### config.mk
export PLATFORM = sky130hd
export DESIGN_NAME = adc_trigger
export DESIGN_NICKNAME = d
export VERILOG_FILES = /design/src/rtl/adc_trig_pkg.sv /design/src/rtl/adc_trig_ring.sv /design/src/rtl/adc_trigger.sv
export SDC_FILE = /design/constraint.sdc
export NUM_CORES = 1
export LEC_CHECK = 0
export ABC_AREA = 0
export CORE_ASPECT_RATIO = 1.75
export CORE_MARGIN = 2
export CORE_UTILIZATION = 35
export DETAILED_ROUTE_END_ITERATION = 6
export HOLD_SLACK_MARGIN = 0.12
export PLACE_DENSITY_LB_ADDON = 0.12
export SYNTH_ARGS = -nofsm -noshare
export SYNTH_HDL_FRONTEND = slang
export SYNTH_SLANG_ARGS = --single-unit
### constraint.sdc
create_clock -name axis_aclk -period 4.5 [get_ports axis_aclk]
set_clock_uncertainty 0.2 [all_clocks]
set_input_delay 0.675 -clock axis_aclk [delete_from_list [all_inputs] [get_ports axis_aclk]]
set_output_delay 0.675 -clock axis_aclk [all_outputs]
set_load 0.005 [all_outputs]
### src/rtl/adc_trig_pkg.sv
// Shared types and helpers for the adc_trigger capture stage: FSM state encoding,
// slope selector constants and a ceil(log2) helper for sizing pointers and counters.
package adc_trig_pkg;

    typedef enum logic [2:0] {
        ST_IDLE,
        ST_FILL,
        ST_ARMED,
        ST_DRAIN,
        ST_POST
    } state_e;

    localparam logic SLOPE_RISE = 1'b0;
    localparam logic SLOPE_FALL = 1'b1;

    function automatic int unsigned clog2(input int unsigned value);
        int unsigned result;
        result = 0;
        while ((64'd1 << result) < 64'(value)) begin
            result = result + 1;
        end
        return result;
    endfunction

endpackage

### src/rtl/adc_trig_ring.sv
// Pre-trigger sample ring: simple dual-port RAM with synchronous write and a
// registered read port, shaped to map onto block/shadow SRAM.
module adc_trig_ring
    import adc_trig_pkg::*;
#(
    parameter int DATA_W = 8,
    parameter int DEPTH  = 64,
    parameter int ADDR_W = clog2(DEPTH)
) (
    input  logic              clk,
    input  logic              rst,
    input  logic              wr_en,
    input  logic [ADDR_W-1:0] wr_addr,
    input  logic [DATA_W-1:0] wr_data,
    input  logic              rd_en,
    input  logic [ADDR_W-1:0] rd_addr,
    output logic [DATA_W-1:0] rd_data
);

    logic [DATA_W-1:0] mem [DEPTH];
    logic [DATA_W-1:0] rd_data_q;

    // NOTE: the array has no reset on purpose; a reset would prevent RAM inference.
    always_ff @(posedge clk) begin
        if (wr_en) begin
            mem[wr_addr] <= wr_data;
        end
    end

    // The read register holds its value while rd_en is low, so it doubles as the
    // output hold stage while the sink stalls.
    always_ff @(posedge clk) begin
        if (rst) begin
            rd_data_q <= '0;
        end else if (rd_en) begin
            rd_data_q <= mem[rd_addr];
        end
    end

    assign rd_data = rd_data_q;

endmodule

### src/rtl/adc_trigger.sv
// Single-shot level trigger between an AXIS sample source and sink: buffers the last
// PRE_DEPTH samples, then emits a FRAME_LEN frame. ADC_TRIG_EXT_EN adds an external trigger.
module adc_trigger
    import adc_trig_pkg::*;
#(
    parameter int DATA_W    = 8,
    parameter int PRE_DEPTH = 64,
    parameter int FRAME_LEN = 1024
) (
    input  logic              axis_aclk,
    input  logic              axis_areset,
    input  logic              s_axis_tvalid,
    output logic              s_axis_tready,
    input  logic [DATA_W-1:0] s_axis_tdata,
    input  logic              s_axis_tlast,
    output logic              m_axis_tvalid,
    input  logic              m_axis_tready,
    output logic [DATA_W-1:0] m_axis_tdata,
    output logic              m_axis_tlast,
    input  logic              cfg_arm,
    input  logic              cfg_abort,
    input  logic [DATA_W-1:0] cfg_level,
    input  logic              cfg_slope,
    input  logic              ext_trig,
    output logic              busy,
    output logic              triggered
);

    localparam int AW = clog2(PRE_DEPTH);
    localparam int CW = clog2(FRAME_LEN + 1);
    localparam logic [CW-1:0] PRE_LAST   = CW'(PRE_DEPTH - 1);
    localparam logic [CW-1:0] FRAME_LAST = CW'(FRAME_LEN - 1);
    localparam logic [AW:0]   PRE_CNT    = (AW + 1)'(PRE_DEPTH);

    state_e            state_q, state_d;
    logic [AW-1:0]     wp_q, wp_d;
    logic [AW-1:0]     rp_q, rp_d;
    logic [AW:0]       rd_cnt_q, rd_cnt_d;
    logic [CW-1:0]     cnt_q, cnt_d;
    logic [DATA_W-1:0] level_q, level_d;
    logic [DATA_W-1:0] prev_q, prev_d;
    logic              slope_q, slope_d;
    logic              drain_vld_q, drain_vld_d;

    logic              s_ready;
    logic              m_valid;
    logic              accept;
    logic              emit;
    logic              ring_we;
    logic              ring_re;
    logic [DATA_W-1:0] ring_rdata;
    logic              level_hit;
    logic              ext_hit;
    logic              hit;

    logic              unused_tlast;
    assign unused_tlast = s_axis_tlast;

    adc_trig_ring #(
        .DATA_W (DATA_W),
        .DEPTH  (PRE_DEPTH),
        .ADDR_W (AW)
    ) u_ring (
        .clk     (axis_aclk),
        .rst     (axis_areset),
        .wr_en   (ring_we),
        .wr_addr (wp_q),
        .wr_data (s_axis_tdata),
        .rd_en   (ring_re),
        .rd_addr (rp_q),
        .rd_data (ring_rdata)
    );

    // Handshake and output decode; POST is a combinational pass-through.
    always_comb begin
        s_ready = 1'b0;
        m_valid = 1'b0;
        case (state_q)
            ST_IDLE, ST_FILL, ST_ARMED: s_ready = 1'b1;
            ST_DRAIN:                   m_valid = drain_vld_q;
            ST_POST: begin
                s_ready = m_axis_tready;
                m_valid = s_axis_tvalid;
            end
            default: ;
        endcase
    end

    assign accept        = s_axis_tvalid & s_ready;
    assign emit          = m_valid & m_axis_tready;
    assign s_axis_tready = s_ready & ~axis_areset;
    assign m_axis_tvalid = m_valid;
    assign m_axis_tdata  = (state_q == ST_POST) ? s_axis_tdata : ring_rdata;
    assign m_axis_tlast  = (state_q == ST_POST) && (cnt_q == FRAME_LAST);
    assign busy          = (state_q != ST_IDLE);
    assign triggered     = (state_q == ST_DRAIN) || (state_q == ST_POST);

    assign level_hit = (slope_q == SLOPE_RISE)
                     ? ((prev_q < level_q) && (s_axis_tdata >= level_q))
                     : ((prev_q > level_q) && (s_axis_tdata <= level_q));
    assign hit = level_hit | ext_hit;

`ifdef ADC_TRIG_EXT_EN
    logic [2:0] ext_sync_q, ext_sync_d;
    logic       ext_pend_q, ext_pend_d;
    logic       ext_rise;

    // Stages [1:0] synchronise; stage [2] is the delayed copy for edge detection.
    always_comb begin
        ext_sync_d = {ext_sync_q[1:0], ext_trig};
        ext_rise   = ext_sync_q[1] & ~ext_sync_q[2];
        ext_pend_d = (state_q == ST_ARMED) & ((ext_pend_q & ~accept) | ext_rise);
    end

    always_ff @(posedge axis_aclk) begin
        if (axis_areset) begin
            ext_sync_q <= '0;
            ext_pend_q <= 1'b0;
        end else begin
            ext_sync_q <= ext_sync_d;
            ext_pend_q <= ext_pend_d;
        end
    end

    assign ext_hit = ext_pend_q;
`else
    logic unused_ext;
    assign unused_ext = ext_trig;
    assign ext_hit    = 1'b0;
`endif

    // NOTE: every variable gets a default first so no path can infer a latch.
    always_comb begin
        state_d     = state_q;
        wp_d        = wp_q;
        rp_d        = rp_q;
        rd_cnt_d    = rd_cnt_q;
        cnt_d       = cnt_q;
        level_d     = level_q;
        prev_d      = prev_q;
        slope_d     = slope_q;
        drain_vld_d = drain_vld_q;
        ring_we     = 1'b0;
        ring_re     = 1'b0;

        case (state_q)
            ST_IDLE: begin
                if (cfg_arm) begin
                    state_d = ST_FILL;
                    level_d = cfg_level;
                    slope_d = cfg_slope;
                    cnt_d   = '0;
                    wp_d    = '0;
                end
            end
            ST_FILL: begin
                if (accept) begin
                    ring_we = 1'b1;
                    wp_d    = wp_q + AW'(1);
                    prev_d  = s_axis_tdata;
                    cnt_d   = cnt_q + CW'(1);
                    if (cnt_q == PRE_LAST) begin
                        state_d = ST_ARMED;
                        cnt_d   = '0;
                    end
                end
                if (cfg_abort) state_d = ST_IDLE;
            end
            ST_ARMED: begin
                if (accept) begin
                    ring_we = 1'b1;
                    wp_d    = wp_q + AW'(1);
                    prev_d  = s_axis_tdata;
                    if (hit) begin
                        // The slot after the hit sample is the oldest entry.
                        state_d  = ST_DRAIN;
                        rp_d     = wp_q + AW'(1);
                        rd_cnt_d = '0;
                        cnt_d    = '0;
                    end
                end
                if (cfg_abort) state_d = ST_IDLE;
            end
            ST_DRAIN: begin
                ring_re     = (rd_cnt_q != PRE_CNT) && (!drain_vld_q || m_axis_tready);
                drain_vld_d = ring_re | (drain_vld_q & ~m_axis_tready);
                if (ring_re) begin
                    rp_d     = rp_q + AW'(1);
                    rd_cnt_d = rd_cnt_q + (AW + 1)'(1);
                end
                if (emit) begin
                    cnt_d = cnt_q + CW'(1);
                    if (cnt_q == PRE_LAST) state_d = ST_POST;
                end
            end
            ST_POST: begin
                if (emit) begin
                    cnt_d = cnt_q + CW'(1);
                    if (cnt_q == FRAME_LAST) begin
                        state_d = ST_IDLE;
                        cnt_d   = '0;
                    end
                end
            end
            default: state_d = ST_IDLE;
        endcase
    end

    // NOTE: sequential state uses non-blocking assignments only.
    always_ff @(posedge axis_aclk) begin
        if (axis_areset) begin
            state_q     <= ST_IDLE;
            wp_q        <= '0;
            rp_q        <= '0;
            rd_cnt_q    <= '0;
            cnt_q       <= '0;
            level_q     <= '0;
            prev_q      <= '0;
            slope_q     <= SLOPE_RISE;
            drain_vld_q <= 1'b0;
        end else begin
            state_q     <= state_d;
            wp_q        <= wp_d;
            rp_q        <= rp_d;
            rd_cnt_q    <= rd_cnt_d;
            cnt_q       <= cnt_d;
            level_q     <= level_d;
            prev_q      <= prev_d;
            slope_q     <= slope_d;
            drain_vld_q <= drain_vld_d;
        end
    end

endmodule
## Word-level counts from Yosys, hierarchy flattened

Memories as Yosys holds them, arrays and structs flattened. A register that Yosys moved wholly into a read port is not among the register bits.
Index checks and enable logic that the tools add are counted.

- Register bits: 51
- Output and inout port bits: 13
- Bits in latches: 0
- Input port bits: 25
- ROM bits: 0
- Memories: 1
- Logic and storage cells: 107
- Memory bits (writable): 512

- Divide/modulo/power cells: 0
- Order comparisons: 4
- $add $sub $neg: 4
- Multipliers: 0
- Bitwise logic cells: 7
- Shifts and indexed selects: 0
- Reductions and logical operators: 20
- Muxes and demuxes: 41
- Equality and inequality tests: 21

Memories:

| name | depth | width | rd ports | clocked after memory_dff | wr ports | line | RTL |
|---|---|---|---|---|---|---|---|
| u_ring.mem | 64 | 8 | 1 | 1 | 1 | adc_trig_ring.sv:20 | `logic [DATA_W-1:0] mem [DEPTH];` |

Operators with widths:

| operator | count |
|---|---|
| 11-bit two-way mux | 8 |
| 11-bit case mux with 5 select lines | 1 |
| 3-bit two-way mux | 11 |
| 6-bit two-way mux | 5 |
| 6-bit case mux with 2 select lines | 2 |
| 7-bit two-way mux | 3 |
| 3-bit case mux with 5 select lines | 1 |
| 2-bit != test, second input constant | 7 |
| 7-bit case mux with 2 select lines | 1 |
| 6-bit by 1-bit adder with 6-bit output, second input constant | 2 |
| 3-bit != test, second input constant | 4 |
| 11-bit by 1-bit adder with 11-bit output, second input constant | 1 |
| 11-bit by 10-bit equality test with 1-bit output, second input constant | 1 |
| 11-bit by 6-bit equality test with 1-bit output, second input constant | 1 |
| 9-bit AND reduction | 1 |
| 8-bit greater-or-equal comparator | 1 |
| 8-bit greater-than comparator | 1 |
| 8-bit <= comparator | 1 |
| 8-bit less-than comparator | 1 |
| 8-bit two-way mux | 1 |
| 7-bit by 1-bit adder with 7-bit output, second input constant | 1 |
| 7-bit != test, second input constant | 1 |
| 7-bit AND reduction | 1 |
| 3-bit by 2-bit equality test with 1-bit output, second input constant | 2 |
| 20 further kinds | 38 |

## Logic depth before layout (Yosys ltp)

- Word-level depth: 8
- Depth in mapped cells: 11

## Cells and area by module

From an unflattened synthesis, not the netlist that was laid out.

- Cells, all modules: 1505
- Area total of the unflattened synthesis: 23576.4 sq um

Modules (own cells, without submodules):

| module | area an instance (sq um) | times used | cells an instance |
|---|---|---|---|
| adc_trig_ring | 20188.1 | 1 | 1039 |
| adc_trigger | 3388.2 | 1 | 466 |

## Worst setup path before layout

No wires, ideal clock.

- Kind: input-to-reg
- Start point: input s_axis_tdata[1]
- End point: register rd_cnt_q[5]
- Stages: 10
- Path slack: 1623 ps
- Required time: 4227 ps
- Buffers on the path: 1
- Arrival time: 2604 ps
- Cell sequence: ha_1 nor2b_1 o211ai_1 a31o_2 a211oi_1 a32oi_1 o21ba_1 clkbuf_1 or3_1 a21oi_1

- Cells in the longest elaborated chain, start to end: 5

RTL lines:

| item | line | RTL |
|---|---|---|
| start, declared | adc_trigger.sv:14 | `input logic [DATA_W-1:0] s_axis_tdata,` |
| 8-bit greater-or-equal comparator or 8-bit <= comparator (tied branches) | adc_trigger.sv:99, adc_trigger.sv:100 |  |
| 1-bit logical AND, on equally long branches | adc_trigger.sv:99, adc_trigger.sv:100 |  |
| 1-bit two-way mux * | adc_trigger.sv:99 | `? ((prev_q < level_q) && (s_axis_tdata >= level_q))` |
| 2-bit != test (no source line) * | - |  |
| 4-bit AND reduction (no source line) * | - |  |
| end signal, assigned | adc_trigger.sv:225 | `rd_cnt_q <= rd_cnt_d;` |
| end, declared | adc_trigger.sv:38 | `logic [AW:0] rd_cnt_q, rd_cnt_d;` |

Every way passes the cells marked *; elsewhere a longest branch is shown, timed or not.
A chain may end at the register's enable or synchronous reset.

## Worst setup path after layout

- Start point: register state_q[1]
- End point: output m_axis_tdata[4]

- Cells in the longest elaborated chain, start to end: 2

RTL lines:

| item | line | RTL |
|---|---|---|
| start, declared | adc_trigger.sv:35 | `state_e state_q, state_d;` |
| start signal, assigned | adc_trigger.sv:222 | `state_q <= state_d;` |
| 3-bit equality test | adc_trigger.sv:93 | `assign m_axis_tdata = (state_q == ST_POST) ? s_axis_tdata : ring_rdata;` |
| 8-bit two-way mux | adc_trigger.sv:93 |  |
| end, declared | adc_trigger.sv:18 | `output logic [DATA_W-1:0] m_axis_tdata,` |

Every way passes these cells.

==> reports/summary.txt <==
Clock slew at reported path FFs = 0.07 ns
Critical path's top delay family = simple AND/OR/NAND/NOR gates
Chip Width = 198 um
CP cell instances = nor2_1 > nand2_1 > mux2_2 > clkdlybuf4s50_1
Worst EP arrival = 2.99 ns
CP Launch Type = flop
Setup TNS Final = 0 ns
Wire per inst = 25.7 um
Post-DP HPWL = 38.8 mm
Die height = 344 um
Non-Filler Instances = 2306
All-layer global routing usage = 0.179
DRC viols = 0
Outcome = finished, final reports clean
Layout cells sized above 1 = 0.254
CP max FO = 16
Initial antenna violation count = 3
RSZ-0062 raised after global routing = no
Syn_nets = 1313
Slew @ Worst Pin = 1.21 ns
DP Worst Slack = 0.717 ns
Pre-antenna DRT Iters = 5
Routed Antenna Nets = 0
CTS tree = yes
Cell variety after synth = 54
Average via count per standard cell = 5.17
Clk buf depth = 3
Crit path largest cell delay = 0.68 ns
Final Cycle Share = 0.859
Vias in the first global route = 12600
Post-Syn Area per Cell = 18.2 sq um
Primary FF master, synth = edfxtp_1
Worst min-delay path category = flop to flop
First-pass GRT wire length = 86.9 mm
WL final = 59.4 mm
Slowest CP cell = dfxtp_1
Final WS setup = 0.635 ns
Via count = 11900
Fmax = 0.259 GHz
Area Growth Syn to Fin = 15.2%
Crit end category = primary output
Crit path kind = flop to primary output
Pwr Density = 471 nW/um^2
Cts bufs inserted = 52
IO Pins = 38
Die ar. = 68200 sq um
Fraction of registers with async set/reset = 0
VDD IR max = 0.251 mV
Post-CTS Setup Inserts = 0
Core area = 65300 sq um
Gr ovfl total = 0
Final Wtd Congestion = 0.779
Slew HR = 0.193
Period minus WS final = 3.87 ns
Mapped cell area = 23100 sq um
Clock tree sinks = 571
N_diodes = 0
Clock latency on the worst-skew pair = 0.60 ns
Setup violations, final = 0
Final Hold Fails = 0
Post-Syn Instances = 1267
Initial Util = 0.354
Pin count of the biggest net entering global routing = 71
# resized after CTS = 0
# rows = 124
Initial DRC count = 818
Syn. warnings = 0
Critical Path RT = 3.62 ns
# port buffers = 35
Hold buffer count at cts = 0
CTS H-tree depth = 2
Bufs and invs on worst path = 1
Post-synth EDFFs = 512
Sequential area share after synthesis = 0.716
Final Max Slew Viols = 0
CTS root buf = clkbuf_16
Placed Cells incl. Taps = 2211
Yosys reg bits = 571
Leak pwr = 8.30 nW
Max cap viols = 0
Final #Nets = 1429
Yosys cell counts (8+ instances only):
cell type,n,area share
ha_1,21,0.011
nand3_1,24,0.0052
nor3_1,10,0.0022
edfxtp_1,512,0.66
mux2_2,9,0.0044
o22ai_1,11,0.0030
nor2_1,110,0.018
a221oi_1,9,0.0034
buf_6,8,0.0039
a22o_1,8,0.0030
nand2_1,74,0.012
clkbuf_1,29,0.0047
nand4_1,8,0.0022
o21ai_0,20,0.0043
buf_1,17,0.0028
inv_1,26,0.0042
dfxtp_1,59,0.051
mux4_2,160,0.16
a21oi_1,48,0.010
buf_2,10,0.0022
cell usage in the layout, fill, tap and decap left out, drive strengths merged, types with 8 or more instances in the layout:
cell type        n
mux2             9
a22o             8
mux4           160
nand4            8
clkinv          19
nor2           110
a221oi          11
edfxtp         512
inv             28
clkdlybuf4s50   27
a21oi           48
o22ai           11
nand3           24
o21ai           22
nor3            10
nand2           74
clkbuf          65
ha              21
dfxtp           59
buf            103
worst register-to-register path: cells and delay by family (launching register included):
family / cells / cell delay, ns
and+or+nand+nor: 5 / 1.64
buffers and inverters: 2 / 0.48
DFF: 1 / 0.48
AOI/OAI and AO/OA: 1 / 0.25
kinds of logic (layout without fill, tap and decap cells):
family,count (synthesis),count (layout),share of synthesized area
AOI/OAI and AO/OA,139,139,0.0391
xor gates and xnor gates,5,5,0.00189
and+or+nand+nor,267,267,0.0513
muxes,170,170,0.161
buffers and inverters,94,251,0.0197
DFF,571,571,0.716
adders and majority gates,21,21,0.0114
final cells by class:
cell class | count | area, sq um
Timing Repair Buffer | 130 | 1070
Fill cell | 5882 | 38700
Clock inverter | 30 | 317
Inverter | 26 | 97.6
Multi-Input combinational cell | 602 | 6110
Tap cell | 882 | 1100
Sequential cell | 571 | 16600
Clock buffer | 65 | 1370
sequential cells by signal (all words and copies together) (netlist names):
name / count
u_ring.mem: 512
wp_q: 6
prev_q: 8
cnt_q: 11
level_q: 8
slope_q: 1
rp_q: 6
u_ring.rd_data: 8
state_q: 3
rd_cnt_q: 7
drain_vld_q: 1
path summary, 6_finish.rpt:
| path | startpoint | end | slack (ns) | cells after the start |
|---|---|---|---|---|
| setup / recovery | state_q[1] | m_axis_tdata[4] | 0.63 | 4 |
| hold / removal | prev_q[0] | prev_q[0] | 0.25 | 2 |
| hold reg to reg | prev_q[0] | prev_q[0] | 0.25 | 2 |
| setup reg to reg | state_q[1] | u_ring.mem[58][2] | 1.08 | 8 |
power breakdown:
part	switching, mW	internal [mW]
registers	0.158	5.83
logic	1.07	0.989
clock network	1.98	2.51
total	3.21	9.33
per-stage QoR:
stage / hold WS, ns / power, mW / utilization / instance area (sq um)
after CTS: 0.247 / 12.7 / 0.408 / 26600
after global placement: 0.245 / 8.20 / 0.382 / 25000
after detailed placement: 0.249 / 8.22 / 0.382 / 25000
after global routing: 0.258 / 13.0 / 0.408 / 26600
after floorplan: 0.236 / 7.48 / - / 23100
final: 0.255 / 12.5 / 0.408 / 26600
metal layers:
| layer | global-route usage | part of all wire | vias up |
|---|---|---|---|
| li1 | - | - | 5337 |
| met1 | 0.207 | 0.38 | 6227 |
| met2 | 0.323 | 0.53 | 261 |
| met3 | 0.0242 | 0.040 | 103 |
| met4 | 0.0896 | 0.052 | 0 |
| met5 | 0 | 0 | - |
Note: power is estimated with default switching activity, not from simulation.
